<file path="config.mk">
export PLATFORM = sky130hd
export DESIGN_NAME = rob_multiport
export DESIGN_NICKNAME = d
export VERILOG_FILES = /design/src/rtl/rob_multiport_pkg.sv /design/src/rtl/rob_multiport_commit_sel.sv /design/src/rtl/rob_multiport.sv
export SDC_FILE = /design/constraint.sdc
export NUM_CORES = 1
export LEC_CHECK = 0
export CORE_AREA = 2 2 293 179
export CTS_CLUSTER_SIZE = 20
export DETAILED_ROUTE_END_ITERATION = 6
export DIE_AREA = 0 0 295 181
export PLACE_DENSITY = 0.77
export SLEW_MARGIN = 40
export SYNTH_ARGS = -nofsm -noshare
export SYNTH_HDL_FRONTEND = slang
export SYNTH_HIERARCHICAL = 1
export SYNTH_SLANG_ARGS = --single-unit
</file>
<file path="constraint.sdc">
create_clock -name clk -period 47.3 [get_ports clk]
set_input_delay 9.46 -clock clk [delete_from_list [all_inputs] [get_ports clk]]
set_output_delay 9.46 -clock clk [all_outputs]
set_load 0.005 [all_outputs]
</file>
<file path="src/rtl/rob_multiport_pkg.sv">
// -----------------------------------------------------------------------------
// pipeline_types
// Shared pipeline types for the reorder buffer and its neighbours.
//   ROB_DEPTH_DEFAULT : default reorder-buffer entry count
//   PREG_W_DEFAULT    : default physical register index width
//   rob_slot_t        : one reorder-buffer entry as seen by dispatch
// -----------------------------------------------------------------------------
package pipeline_types;

    localparam int ROB_DEPTH_DEFAULT = 32;
    localparam int PREG_W_DEFAULT    = 6;

    typedef struct packed {
        logic [4:0]                rd_arch;
        logic [PREG_W_DEFAULT-1:0] rd_new_preg;
        logic [PREG_W_DEFAULT-1:0] rd_old_preg;
        logic                      has_dest;
        logic                      is_branch;
        logic                      valid;
        logic                      done;
        logic                      mispredicted;
    } rob_slot_t;

endpackage

</file>
<file path="src/rtl/rob_multiport_commit_sel.sv">
// -----------------------------------------------------------------------------
// rob_commit_sel
// Picks the retire window starting at head: consecutive valid+done entries,
// at most COMMIT_W of them, ending early after the first mispredicted entry
// (which is itself retired as the last lane).
// Ports:
//   head_i        in   head pointer
//   valid_i       in   per-entry valid bits
//   done_i        in   per-entry done bits
//   mispred_i     in   per-entry mispredicted bits
//   commit_mask_o out  lanes retiring this cycle, packed from lane 0
//   commit_cnt_o  out  number of retiring lanes
//   flush_o       out  a mispredicted entry is in the window
//   flush_tag_o   out  tag of that mispredicted entry
// -----------------------------------------------------------------------------
module rob_commit_sel #(
    parameter int DEPTH    = 32,
    parameter int TAG_W    = $clog2(DEPTH),
    parameter int COMMIT_W = 2
) (
    input  logic [TAG_W-1:0]    head_i,
    input  logic [DEPTH-1:0]    valid_i,
    input  logic [DEPTH-1:0]    done_i,
    input  logic [DEPTH-1:0]    mispred_i,
    output logic [COMMIT_W-1:0] commit_mask_o,
    output logic [TAG_W:0]      commit_cnt_o,
    output logic                flush_o,
    output logic [TAG_W-1:0]    flush_tag_o
);

    always_comb begin
        logic [TAG_W-1:0] idx;
        logic             stop;
        idx           = '0;
        stop          = 1'b0;
        commit_mask_o = '0;
        commit_cnt_o  = '0;
        flush_o       = 1'b0;
        flush_tag_o   = '0;
        for (int i = 0; i < COMMIT_W; i++) begin
            idx = head_i + TAG_W'(i);
            if (!stop) begin
                if (valid_i[idx] && done_i[idx]) begin
                    commit_mask_o[i] = 1'b1;
                    commit_cnt_o     = commit_cnt_o + (TAG_W+1)'(1);
                    // A mispredicted branch closes the window; nothing younger retires.
                    if (mispred_i[idx]) begin
                        flush_o     = 1'b1;
                        flush_tag_o = idx;
                        stop        = 1'b1;
                    end
                end else begin
                    stop = 1'b1;
                end
            end
        end
    end

endmodule

</file>
<file path="src/rtl/rob_multiport.sv">
// -----------------------------------------------------------------------------
// rob_multiport
// Multi-lane reorder buffer: DISP_W dispatch lanes, CDB_N completion ports,
// COMMIT_W registered retire lanes, flush on retirement of a mispredicted
// branch. Full/empty are told apart by the occupancy counter alone.
// Ports:
//   clk, rst             clock; synchronous active-high reset
//   disp_valid_i/entry_i per-lane dispatch request and payload (packed lanes)
//   disp_ready_o         all lanes may dispatch this cycle
//   alloc_tag_o          tag each lane would be given (tail + lane)
//   cdb_valid_i/tag_i    completion broadcasts
//   cdb_mispredict_i     completing branch was mispredicted
//   commit_valid_o       registered per-lane retire pulse
//   commit_old_preg_o    physical register to free per retiring lane
//   commit_has_dest_o    old preg valid per retiring lane
//   flush_o/flush_tag_o  registered flush pulse and offending branch tag
//   count_o, empty_o     occupancy
// -----------------------------------------------------------------------------
module rob_multiport
    import pipeline_types::*;
#(
    parameter int DEPTH    = ROB_DEPTH_DEFAULT,
    parameter int TAG_W    = $clog2(DEPTH),
    parameter int DISP_W   = 2,
    parameter int COMMIT_W = 2,
    parameter int CDB_N    = 2,
    parameter int PREG_W   = PREG_W_DEFAULT
) (
    input  logic                             clk,
    input  logic                             rst,
    input  logic [DISP_W-1:0]                disp_valid_i,
    input  rob_slot_t [DISP_W-1:0]           disp_entry_i,
    output logic                             disp_ready_o,
    output logic [DISP_W-1:0][TAG_W-1:0]     alloc_tag_o,
    input  logic [CDB_N-1:0]                 cdb_valid_i,
    input  logic [CDB_N-1:0][TAG_W-1:0]      cdb_tag_i,
    input  logic [CDB_N-1:0]                 cdb_mispredict_i,
    output logic [COMMIT_W-1:0]              commit_valid_o,
    output logic [COMMIT_W-1:0][PREG_W-1:0]  commit_old_preg_o,
    output logic [COMMIT_W-1:0]              commit_has_dest_o,
    output logic                             flush_o,
    output logic [TAG_W-1:0]                 flush_tag_o,
    output logic [TAG_W:0]                   count_o,
    output logic                             empty_o
);

    localparam int CNT_W = TAG_W + 1;

    logic [TAG_W-1:0]                head_q, head_d, tail_q, tail_d;
    logic [CNT_W-1:0]                count_q, count_d;
    logic [DEPTH-1:0]                valid_q, valid_d;
    logic [DEPTH-1:0]                done_q, done_d;
    logic [DEPTH-1:0]                mispred_q, mispred_d;
    logic [DEPTH-1:0]                has_dest_q, has_dest_d;
    logic [PREG_W-1:0]               old_preg_q [DEPTH];
    logic [PREG_W-1:0]               old_preg_d [DEPTH];
    logic [COMMIT_W-1:0]             commit_valid_q, commit_valid_d;
    logic [COMMIT_W-1:0][PREG_W-1:0] commit_old_preg_q, commit_old_preg_d;
    logic [COMMIT_W-1:0]             commit_has_dest_q, commit_has_dest_d;
    logic                            flush_q, flush_d;
    logic [TAG_W-1:0]                flush_tag_q, flush_tag_d;

    logic [COMMIT_W-1:0]             sel_mask;
    logic [CNT_W-1:0]                sel_cnt;
    logic                            sel_flush;
    logic [TAG_W-1:0]                sel_flush_tag;
    logic [CNT_W-1:0]                free_slots;
    logic                            unused_disp_fields;

    rob_commit_sel #(
        .DEPTH    (DEPTH),
        .TAG_W    (TAG_W),
        .COMMIT_W (COMMIT_W)
    ) u_commit_sel (
        .head_i        (head_q),
        .valid_i       (valid_q),
        .done_i        (done_q),
        .mispred_i     (mispred_q),
        .commit_mask_o (sel_mask),
        .commit_cnt_o  (sel_cnt),
        .flush_o       (sel_flush),
        .flush_tag_o   (sel_flush_tag)
    );

    // Dispatch is held off while a flush is being retired so nothing lands
    // in slots that are about to be discarded.
    assign free_slots   = CNT_W'(DEPTH) - count_q;
    assign disp_ready_o = (free_slots >= CNT_W'(DISP_W)) && !sel_flush;

    always_comb begin
        alloc_tag_o = '0;
        for (int i = 0; i < DISP_W; i++) begin
            alloc_tag_o[i] = tail_q + TAG_W'(i);
        end
    end

    // Control bits of the dispatched payload are regenerated here, and the
    // remaining fields belong to other pipeline stages.
    always_comb begin
        unused_disp_fields = 1'b0;
        for (int i = 0; i < DISP_W; i++) begin
            unused_disp_fields = unused_disp_fields ^ (^{disp_entry_i[i].rd_arch,
                disp_entry_i[i].rd_new_preg, disp_entry_i[i].is_branch,
                disp_entry_i[i].valid, disp_entry_i[i].done,
                disp_entry_i[i].mispredicted});
        end
    end

    always_comb begin
        logic [TAG_W-1:0] idx;
        logic [CNT_W-1:0] disp_cnt;
        idx               = '0;
        disp_cnt          = '0;
        head_d            = head_q;
        tail_d            = tail_q;
        count_d           = count_q;
        valid_d           = valid_q;
        done_d            = done_q;
        mispred_d         = mispred_q;
        has_dest_d        = has_dest_q;
        old_preg_d        = old_preg_q;
        commit_valid_d    = '0;
        commit_old_preg_d = commit_old_preg_q;
        commit_has_dest_d = commit_has_dest_q;
        flush_d           = 1'b0;
        flush_tag_d       = flush_tag_q;

        for (int i = 0; i < COMMIT_W; i++) begin
            if (sel_mask[i]) begin
                idx                  = head_q + TAG_W'(i);
                valid_d[idx]         = 1'b0;
                commit_valid_d[i]    = 1'b1;
                commit_old_preg_d[i] = old_preg_q[idx];
                commit_has_dest_d[i] = has_dest_q[idx];
            end
        end

        if (sel_flush) begin
            // Everything younger than the branch is wrong-path; restart just after it.
            valid_d     = '0;
            head_d      = sel_flush_tag + TAG_W'(1);
            tail_d      = sel_flush_tag + TAG_W'(1);
            count_d     = '0;
            flush_d     = 1'b1;
            flush_tag_d = sel_flush_tag;
        end else begin
            for (int p = 0; p < CDB_N; p++) begin
                if (cdb_valid_i[p] && valid_q[cdb_tag_i[p]]) begin
                    done_d[cdb_tag_i[p]]    = 1'b1;
                    mispred_d[cdb_tag_i[p]] = mispred_d[cdb_tag_i[p]] | cdb_mispredict_i[p];
                end
            end
            if (disp_ready_o) begin
                for (int i = 0; i < DISP_W; i++) begin
                    if (disp_valid_i[i]) begin
                        idx             = tail_q + TAG_W'(i);
                        valid_d[idx]    = 1'b1;
                        done_d[idx]     = 1'b0;
                        mispred_d[idx]  = 1'b0;
                        old_preg_d[idx] = PREG_W'(disp_entry_i[i].rd_old_preg);
                        has_dest_d[idx] = disp_entry_i[i].has_dest;
                        disp_cnt        = disp_cnt + CNT_W'(1);
                    end
                end
            end
            head_d  = head_q + sel_cnt[TAG_W-1:0];
            tail_d  = tail_q + disp_cnt[TAG_W-1:0];
            count_d = count_q + disp_cnt - sel_cnt;
        end
    end

    always_ff @(posedge clk) begin
        if (rst) begin
            head_q            <= '0;
            tail_q            <= '0;
            count_q           <= '0;
            valid_q           <= '0;
            commit_valid_q    <= '0;
            commit_old_preg_q <= '0;
            commit_has_dest_q <= '0;
            flush_q           <= 1'b0;
            flush_tag_q       <= '0;
        end else begin
            head_q            <= head_d;
            tail_q            <= tail_d;
            count_q           <= count_d;
            valid_q           <= valid_d;
            commit_valid_q    <= commit_valid_d;
            commit_old_preg_q <= commit_old_preg_d;
            commit_has_dest_q <= commit_has_dest_d;
            flush_q           <= flush_d;
            flush_tag_q       <= flush_tag_d;
        end
    end

    // Entry payload and status are qualified by valid_q, so they need no reset.
    always_ff @(posedge clk) begin
        done_q     <= done_d;
        mispred_q  <= mispred_d;
        has_dest_q <= has_dest_d;
        old_preg_q <= old_preg_d;
    end

    assign commit_valid_o    = commit_valid_q;
    assign commit_old_preg_o = commit_old_preg_q;
    assign commit_has_dest_o = commit_has_dest_q;
    assign flush_o           = flush_q;
    assign flush_tag_o       = flush_tag_q;
    assign count_o           = count_q;
    assign empty_o           = (count_q == '0);

    // Dispatch lanes must be packed from lane 0.
    for (genvar g = 1; g < DISP_W; g++) begin : g_pack_chk
        a_disp_packed: assert property (@(posedge clk) disable iff (rst)
            disp_valid_i[g] |-> disp_valid_i[g-1]);
    end

endmodule

</file>
==> results.md <==
| Metric | This run | Unit |
|:---|:---|:---|
| Result of the run | finished clean | - |
| Antenna violations before repair | 1 | - |
| Worst slew margin relative to its limit | 39.1 | % |
| Max Transition Viols Final | 0 | - |
| Wire per inst | 29.0 | µm |
| Skew-Pair Late Insertion Delay | 0.57 | ns |
| Final period demand of the worst path | 15.23 | ns |
| CTS tree | done | - |
| Antenna cells | 0 | - |
| Sw Ratio | 35.8 | % |
| Fmax | 65.6 | MHz |
| Startpoint of the most critical hold path | commit_old_preg_o[11]$_SDFFE_PP0P_ | - |
| Type of element capturing the critical path | output port | - |
| Placement-stage cell area | 0.0264 | mm² |
| Finished layout cell area | 0.0277 | mm² |
| Netlist cell types | 79 | - |
| GRT Overall Usage | 33.2 | % |
| DIE AREA | 0.0534 | mm² |
| Per-instance average area after synthesis | 10.4 | µm² |
| Worst setup startpoint | head_q[1]$_SDFF_PP0_ | - |
| NetSw | 464 | µW |
| Post-CTS resize count | 0 | - |
| Cell count after synthesis | 2416 | - |
| Count of flip-flops with a built-in enable after synthesis | 288 | - |
| Synth Register Bits | 358 | - |
| Die Span X | 295 | µm |
| Endpoints failing hold | 0 | - |
| Setup-violating endpoint count in the final report | 0 | - |
| FP Rows | 64 | - |
| Clock root cell | clkbuf_16 | - |
| Critical-path maximum fanout | 37 | - |
| Most common cell after layout, fill and taps aside | nand2_1 | - |
| Clock buffers created by TritonCTS | 39 | - |
| Data arrival at the endpoint of the critical path | 5.77 | ns |
| Share of cells above drive strength 1 | 15.5 | % |
| DRC violations left | 0 | - |
| Share of async-settable or async-resettable flops after synthesis | 0 | % |
| Top FF cell, synth | edfxtp_1 | - |
| Register clock-pin slew on the reported worst setup and hold paths | 0.06 | ns |
| Data required, critical path | 37.84 | ns |
| Internal cell power | 831 | µW |
| Vert. Die Dim | 181 | µm |
| Synth warn | 6 | - |
| Setup repair after global routing missed its margin | no | - |
| Buffer depth of the longest clock path | 3 | - |
| Vias per inst | 7.05 | - |
| Sequential group share of total power | 43.4 | % |
| Final net count | 2486 | - |
| Kind of path behind the tightest hold check | reg -> reg | - |
| Max Clock Skew | 0.0276 | ns |
| Netlist Area Pre-Place | 0.0251 | mm² |
| I/O Buffers | 71 | - |
| Max-cap viol count | 0 | - |
| Violation count after the first detailed-route iteration | 4002 | - |
| Number of vias after detailed routing | 21900 | - |
| Post-synthesis cell type with the largest combined area | edfxtp_1 | - |
| Comb power frac | 32.7 | % |
| Sink count of the clock tree | 358 | - |
| Area overhead of the layout relative to synthesis | 10.3 | % |
| Estimated wirelength of the detail-placed design | 61800 | µm |
| Power density normalized to cell area | 46.8 | mW/mm² |
| Final critical-path share of the clock period | 32.2 | % |
| Layout filler cell count | 4218 | - |
| DRT Wirelength | 90200 | µm |
| Category of the critical setup timing path | reg -> out | - |
| Global-route wire length before repair | 132000 | µm |
| DRT antenna net count | 0 | - |
| Cells traversed along the worst timing path | ha_2 -> clkinv_1 -> o2111ai_1 -> nand4_1 -> mux4_2 -> a21oi_1 -> o21a_1 -> a31oi_2 -> buf_4 -> clkdlybuf4s50_1 | - |
| Static Leakage | 9.18 | nW |
| Routability-driven placement congestion ratio | 1.07 | - |
| Top library cells by usage in the layout, fill and taps aside | nand2_1 (302), edfxtp_1 (288), mux2i_1 (272), o21ai_0 (233), nor2_1 (171) | - |
| # IOs | 102 | - |
| # hold bufs at CTS | 0 | - |
| Tightest hold margin | 0.484 | ns |
| Overflow left after global routing | 0 | - |
| Core area | 0.0505 | mm² |
| Post-Route Setup TNS | 0 | ns |
| H-tree depth reported by CTS | 2 | - |
| Crit path max-delay cell type | dfxtp_4 | - |
| Post CTS Setup Buffer Count | 0 | - |
| Effective utilization at floorplan | 49.7 | % |
| Number of global-route vias before repair | 20400 | - |
| Biggest area contributors in the synthesized netlist | edfxtp_1 (34%), mux4_2 (14%), mux2i_1 (11%), dfxtp_1 (5.6%), o21ai_0 (4.6%) | - |
| Maximum number of pins on one net before global-route repair | 124 | - |
| Critical register-to-register path startpoint | head_q[1]$_SDFF_PP0_ | - |
| Drt first pass iters | 7 | - |
| Area share of the largest cell type after synthesis | 34.4 | % |
| Crit start category | flop | - |
| Max VDD drop | 24.9 | µV |
| Transition time at the pin with the least slew margin | 0.911 | ns |
| Proportion of synthesized chip area in sequential cells | 40.0 | % |
| Clock power share | 23.9 | % |
| Critical path's largest stage delay | 0.80 | ns |
## worst max-delay path, delay by kind of cell, from the launching register on
kind                     cells  cell delay, ns
adder cells (fa/ha/maj)      1            0.69
AO/OA/AOI/OAI                4            1.21
buffers and inverters        3            1.49
AND/OR/NAND/NOR              1            0.33
flip-flops                   1            0.80
multiplexers                 1            0.63
## routing by layer
| metal | wire length [µm] | track usage [%] | up-vias |
|---|---|---|---|
| met4 | 2710 | 9.00 | 2 |
| met5 | 14 | 0 | - |
| met3 | 16500 | 14.5 | 229 |
| met2 | 36800 | 45.5 | 1969 |
| li1 | - | - | 9127 |
| met1 | 34100 | 47.4 | 10600 |
## power groups by stage
stage	Combinational [mW]	Clock [mW]	Sequential, mW
6_report	0.423	0.310	0.562
5_1_grt	0.448	0.320	0.570
4_1_cts	0.405	0.309	0.555
3_5_place_dp	0.403	0	0.561
3_3_place_gp	0.387	0	0.550
2_1_floorplan	0.283	0	0.538
## final cells by class
class | count | area, µm² | area share, %
timing repair buffer | 115 | 1080 | 3.90
clock buffer | 53 | 1140 | 4.12
multi-input combinational | 1805 | 14200 | 51.2
tap | 693 | 867 | 3.13
sequential | 358 | 10100 | 36.3
clock inverter | 17 | 103 | 0.370
inverter | 68 | 255 | 0.921
## path summary, 6_finish.rpt
| path | end | slack, ns | depth (start not counted) |
|---|---|---|---|
| max | disp_ready_o | 32.07 | 10 |
| min | commit_old_preg_o[11]$_SDFFE_PP0P_ | 0.48 | 2 |
| max reg2reg | count_o[5]$_SDFF_PP0_ | 40.68 | 19 |
| min reg2reg | commit_old_preg_o[11]$_SDFFE_PP0P_ | 0.48 | 2 |
## through the flow
| step | std cells | total power [mW] | utilization, % | setup WS (ns) |
|---|---|---|---|---|
| 6_report | 3109 | 1.30 | 54.8 | 32.07 |
| 5_1_grt | 3109 | 1.34 | 54.8 | 32.08 |
| 4_1_cts | 3108 | 1.27 | 54.7 | 32.36 |
| 3_5_place_dp | 3038 | 0.964 | 52.3 | 32.74 |
| 3_3_place_gp | 3037 | 0.937 | 52.0 | 32.69 |
| 2_1_floorplan | 2419 | 0.820 | - | 32.29 |
## flip-flops by register name, summed over array words and instances (netlist names), 5 cells and up
name / count
count_o: 6
commit_old_preg_o: 12
done_q: 32
has_dest_q: 32
valid_q: 32
mispred_q: 32
old_preg_q: 192
tail_q: 5
head_q: 5
flush_tag_o: 5
## cells in the mapped netlist, drive strengths merged, types with 10 or more instances
cell	number
a221oi	11
mux4	156
ha	33
dfxtp	70
buf	48
nor2	206
o2111ai	16
a31oi	28
mux2	43
xnor2	17
o21ai	234
o221ai	33
nor2b	14
nor3	15
nand3	80
edfxtp	288
clkbuf	140
xor2	13
a21oi	139
o22ai	10
o31a	28
inv	65
nand2	302
mux2i	273
a21boi	12
## cell families (layout without fill, tap and decap cells)
group | after synthesis | in the layout | synth area share (%)
and+or+nand+nor | 681 | 681 | 11.7
AOI/OAI and AO/OA | 581 | 581 | 14.3
muxes | 472 | 472 | 26.9
DFF | 358 | 358 | 40.0
buffers and inverters | 256 | 253 | 4.12
adders and majority gates | 37 | 37 | 1.96
xor gates and xnor gates | 30 | 30 | 1.05
other | 1 | 4 | 0.0149
Note: power is estimated with default switching activity, not from simulation.
